### src/rtl/mul_div_unit.sv
// ============================================================================
// Module   : mul_div_unit
// Brief    : Iterative unsigned multiply (shift-add) / divide (restoring) unit
// Revision : 1.0 - initial release
// ============================================================================
`default_nettype none

module mul_div_unit #(
    parameter int WIDTH = 32
) (
    input  logic                 clk,
    input  logic                 rst_n,
    input  logic                 valid,
    input  logic                 mode,
    input  logic                 abort,
    input  logic [WIDTH-1:0]     in_A,
    input  logic [WIDTH-1:0]     in_B,
    output logic                 busy,
    output logic                 ready,
    output logic [2*WIDTH-1:0]   out
);

    localparam int              c_CW   = (WIDTH > 1) ? $clog2(WIDTH) : 1;
    localparam logic [c_CW-1:0] c_LAST = c_CW'(WIDTH - 1);

    localparam logic [1:0] S_IDLE = 2'd0;
    localparam logic [1:0] S_MULT = 2'd1;
    localparam logic [1:0] S_DIV  = 2'd2;
    localparam logic [1:0] S_OUT  = 2'd3;

    logic [1:0]         r_state;
    logic [c_CW-1:0]    r_cnt;
    logic [WIDTH-1:0]   r_opnd;
    logic [2*WIDTH-1:0] r_acc;
    logic [2*WIDTH-1:0] r_out;
    logic               r_busy;
    logic               r_ready;

    logic [WIDTH:0]     w_mul_sum;
    logic [2*WIDTH-1:0] w_mul_next;
    logic [WIDTH:0]     w_rem_sh;
    logic [WIDTH-1:0]   w_rem_diff;
    logic               w_div_ok;
    logic [2*WIDTH-1:0] w_div_next;

    // Multiply: r_acc = {product_hi, multiplier/product_lo}; the carry out of
    // the add is the extra accumulator bit and is shifted straight back in.
    assign w_mul_sum  = {1'b0, r_acc[2*WIDTH-1:WIDTH]}
                      + (r_acc[0] ? {1'b0, r_opnd} : {(WIDTH+1){1'b0}});
    assign w_mul_next = {w_mul_sum, r_acc[WIDTH-1:1]};

    // Divide: r_acc = {remainder, quotient}; the shifted remainder needs one
    // extra bit so the trial compare is exact even for a zero divisor.
    assign w_rem_sh   = r_acc[2*WIDTH-1:WIDTH-1];
    assign w_div_ok   = (w_rem_sh >= {1'b0, r_opnd});
    assign w_rem_diff = w_rem_sh[WIDTH-1:0] - r_opnd;
    assign w_div_next = {(w_div_ok ? w_rem_diff : w_rem_sh[WIDTH-1:0]),
                         r_acc[WIDTH-2:0], w_div_ok};

    always_ff @(posedge clk or negedge rst_n) begin
        if (!rst_n) begin
            r_state <= S_IDLE;
            r_cnt   <= '0;
            r_opnd  <= '0;
            r_acc   <= '0;
            r_out   <= '0;
            r_busy  <= 1'b0;
            r_ready <= 1'b0;
        end else begin
            r_ready <= 1'b0;
            case (r_state)
                S_IDLE: begin
                    if (valid && !abort) begin
                        r_cnt   <= '0;
                        r_opnd  <= mode ? in_B : in_A;
                        r_acc   <= {{WIDTH{1'b0}}, (mode ? in_A : in_B)};
                        r_state <= mode ? S_DIV : S_MULT;
                        r_busy  <= 1'b1;
                    end else begin
                        r_busy  <= 1'b0;
                    end
                end
                S_MULT, S_DIV: begin
                    if (abort) begin
                        r_state <= S_IDLE;
                        r_busy  <= 1'b0;
                    end else begin
                        r_acc <= (r_state == S_MULT) ? w_mul_next : w_div_next;
                        r_cnt <= r_cnt + 1'b1;
                        if (r_cnt == c_LAST) begin
                            r_state <= S_OUT;
                        end
                    end
                end
                // busy stays high one more cycle so it covers the ready pulse
                S_OUT: begin
                    r_out   <= r_acc;
                    r_ready <= 1'b1;
                    r_state <= S_IDLE;
                end
                default: begin
                    r_state <= S_IDLE;
                    r_busy  <= 1'b0;
                end
            endcase
        end
    end

    assign busy  = r_busy;
    assign ready = r_ready;
    assign out   = r_out;

endmodule

`default_nettype wire
### config.mk
export PLATFORM = sky130hd
export DESIGN_NAME = mul_div_unit
export DESIGN_NICKNAME = d
export VERILOG_FILES = /design/src/rtl/mul_div_unit.sv
export SDC_FILE = /design/constraint.sdc
export NUM_CORES = 1
export LEC_CHECK = 0
export CORE_MARGIN = 1
export CORE_UTILIZATION = 55
export DETAILED_ROUTE_END_ITERATION = 8
export PLACE_DENSITY_LB_ADDON = 0.15
export SYNTH_ARGS = -nofsm -noshare
export SYNTH_HDL_FRONTEND = slang
export SYNTH_SLANG_ARGS = --single-unit
### constraint.sdc
create_clock -name clk -period 5 [get_ports clk]
set_input_delay 1 -clock clk [delete_from_list [all_inputs] [get_ports clk]]
set_output_delay 1 -clock clk [all_outputs]
set_load 0.02 [all_outputs]
==> results.json <==
{
  "gr-total-overflow": 0,
  "cts_buffers": 17,
  "layout_setup_ws_ns": 0.963,
  "synth_edf_count": 0,
  "areaGrowthSynthToFinish_pct": 17.2,
  "drt-wirelength-per-cell_um": 19.8,
  "syn_area_um2": 12100,
  "synth_area_leaders": "dfrtp_1 (35%), mux2_2 (9.1%), ha_1 (7.1%)",
  "swShare_pct": 49.0,
  "cts.clk_slew.worst_paths_ns": 0.07,
  "slew_viol_final": 0,
  "crit_path_max_incr_delay_ns": 1.04,
  "rsz0062_at_grt": "false",
  "synthMuxAreaShare_pct": 14.9,
  "die_area_um2": 22600,
  "async_reset_ff_share_pct": 100,
  "status": "complete, no violations",
  "synth_top_cell_by_area": "dfrtp_1",
  "grt_pass1_vias": 10119,
  "antenna_found_initial": 0,
  "p_int_mw": 5.10,
  "wirelength_um": 33900,
  "synth-seq-cells": 169,
  "post_cts.repair.setup_buffers": 0,
  "htree_num_levels": 4,
  "hold_class": "in -> async",
  "synth_xor_area_share_pct": 3.63,
  "cp_num_buf_inv": 1,
  "combPwrFrac_pct": 61.5,
  "synth-seq-area-share_pct": 35.0,
  "fmax_mhz": 248,
  "crit_fanout": 35,
  "insertion_delay_ns": 0.45,
  "antennaDiodeCount": 0,
  "mostFrequentLayoutCell": "dfrtp_1",
  "leakage_nw": 6.51,
  "clockBufferDepth": 2,
  "hold_violations": 0,
  "end_kind": "register",
  "ys_warn_count": 0,
  "crit_slowest_cell": "dfrtp_1",
  "viasPerCell": 6.15,
  "cts_resized": 0,
  "period_share_pct": 80.7,
  "cts_tree": "done",
  "clkSinkCount": 169,
  "num_vias": 10533,
  "synthAdderAreaFrac_pct": 7.48,
  "maxCapViolCount": 0,
  "drt_iter0_markers": 720,
  "gp_congestion": 0.960,
  "start_util_pct": 56.7,
  "synth_top_family_by_area": "compound AO/OA/AOI/OAI gates",
  "dp_hpwl_um": 24600,
  "std_cell_rows": 53,
  "fin_nets": 1565,
  "synthSimpleGateAreaFrac_pct": 14.0,
  "grt_pass1_wl_um": 54400,
  "crit_type": "reg -> reg",
  "grt_max_degree": 119,
  "grtUsageTotal_pct": 31.4,
  "synthDistinctLibCells": 81,
  "final_cell_mix": "dfrtp_1 (169), clkdlybuf4s50_1 (132), nand2_1 (125)",
  "fin_tns_setup_ns": 0,
  "tightestPinTransition_ns": 1.09,
  "coreArea_um2": 21300,
  "die_x_um": 150,
  "cts_root_buffer": "clkbuf_16",
  "finClkSkew_ns": 0.0130,
  "syn_inst": 1335,
  "drc": 0,
  "crit_chain": "and2_1 -> ha_1 -> inv_1 -> fa_1 -> nor2b_1 -> o31a_1 -> o211a_1 -> o311ai_2 -> a31oi_1 -> nor2_1 -> a41o_1 -> a2111oi_0 -> nand3b_1",
  "power_density_nw_per_um2": 708,
  "synth_top_area_share_pct": 35.0,
  "ios": 135,
  "port_buffers": 134,
  "path_delay_family": "compound AO/OA/AOI/OAI gates",
  "postRouteAntennaNets": 0,
  "ctsHoldBuffers": 0,
  "peakVddDrop_v": 0.000319,
  "clkPwrFrac_pct": 13.2,
  "cp.required_ns": 5.31,
  "synth_ff_type": "dfrtp_1",
  "postPlaceCellArea_um2": 13600,
  "period_needed_ns": 4.04,
  "crit_arrival_ns": 4.35,
  "relSlewSlack_pct": 27.1,
  "synth-compound-area-share_pct": 20.6,
  "utilization_pct": 66.5,
  "syn-num-nets": 1475,
  "dp_slack_ns": 1.10,
  "drt_pass1_iterations": 5,
  "p_seq_share_pct": 25.3,
  "finish.instance_area_um2": 14200,
  "setup_viol": 0,
  "switchingPower_mw": 4.91,
  "crit_path_start_kind": "register",
  "die_y_um": 150,
  "avgSynthCellArea_um2": 9.05,
  "drive_gt1_share_pct": 11.6,
  "fillerInstances": 1735
}
[stage by stage]
step | total power, mW | std cells | hold WS (ns)
after CTS | 9.96 | 1712 | 0.510
after global routing | 10.7 | 1712 | 0.523
after detailed placement | 8.59 | 1681 | 0.494
after global placement | 8.49 | 1681 | 0.481
final | 10.0 | 1712 | 0.505
after floorplan | 6.74 | 1335 | 0.463
[path summary, 6_finish.rpt]
check	cells after the start	from	endpoint	slack (ns)
setup / recovery	13	r_acc[0]$_DFFE_PN0P_	r_acc[61]$_DFFE_PN0P_	0.96
hold / removal	1	rst_n	r_acc[47]$_DFFE_PN0P_	0.51
setup reg to reg	13	r_acc[0]$_DFFE_PN0P_	r_acc[61]$_DFFE_PN0P_	0.96
hold reg to reg	1	out[54]$_DFFE_PN0P_	out[54]$_DFFE_PN0P_	0.51
max in group asynchronous	2	rst_n	r_acc[31]$_DFFE_PN0P_	3.49
min in group clk	1	out[54]$_DFFE_PN0P_	out[54]$_DFFE_PN0P_	0.51
[kinds of logic after synthesis]
group	count (synthesis)
AOI/OAI and AO/OA	386
and+or+nand+nor	357
DFF	169
muxes	167
buffers and inverters	135
adders and majority gates	71
xor gates and xnor gates	50
[routing by layer]
metal | GRT usage (%) | vias to the layer above | part of all wire [%]
met5 | 0 | - | 0
met4 | 10.3 | 0 | 2.4
met3 | 6.79 | 59 | 7.0
met2 | 49.2 | 397 | 45
met1 | 43.0 | 5037 | 45
li1 | - | 5040 | -
[registers in the layout, indices dropped and copies added (netlist names)]
| name | count |
|---|---|
| r_state | 2 |
| r_acc | 64 |
| out | 64 |
| r_opnd | 32 |
| r_cnt | 5 |
| busy | 1 |
| ready | 1 |
[synth_stat cells, drive strengths merged, types with 34 or more instances]
cell	count
dfrtp	169
o21ai	130
nand2	127
a21oi	98
mux2	98
nor2	75
ha	69
mux2i	69
clkbuf	61
inv	60
nand3	39
and2	34
[power groups by stage]
stage / clock (mW) / sequential, mW / combinational [mW]
5_1_grt: 1.40 / 2.61 / 6.73
3_5_place_dp: 0 / 2.54 / 6.05
4_1_cts: 1.34 / 2.52 / 6.10
3_3_place_gp: 0 / 2.53 / 5.96
6_report: 1.32 / 2.54 / 6.16
2_1_floorplan: 0 / 2.55 / 4.18
[final cells by class]
type                       count  area [um2]  area share [%]
clock buffer                  17         425            3.01
clock inverter                14         156            1.11
inverter                      61         229            1.62
sequential                   169        4230            29.9
multi-input combinational   1031        7330            51.8
timing repair buffer         145        1440            10.1
tap                          275         344            2.43
Note: power is estimated with default switching activity, not from simulation.
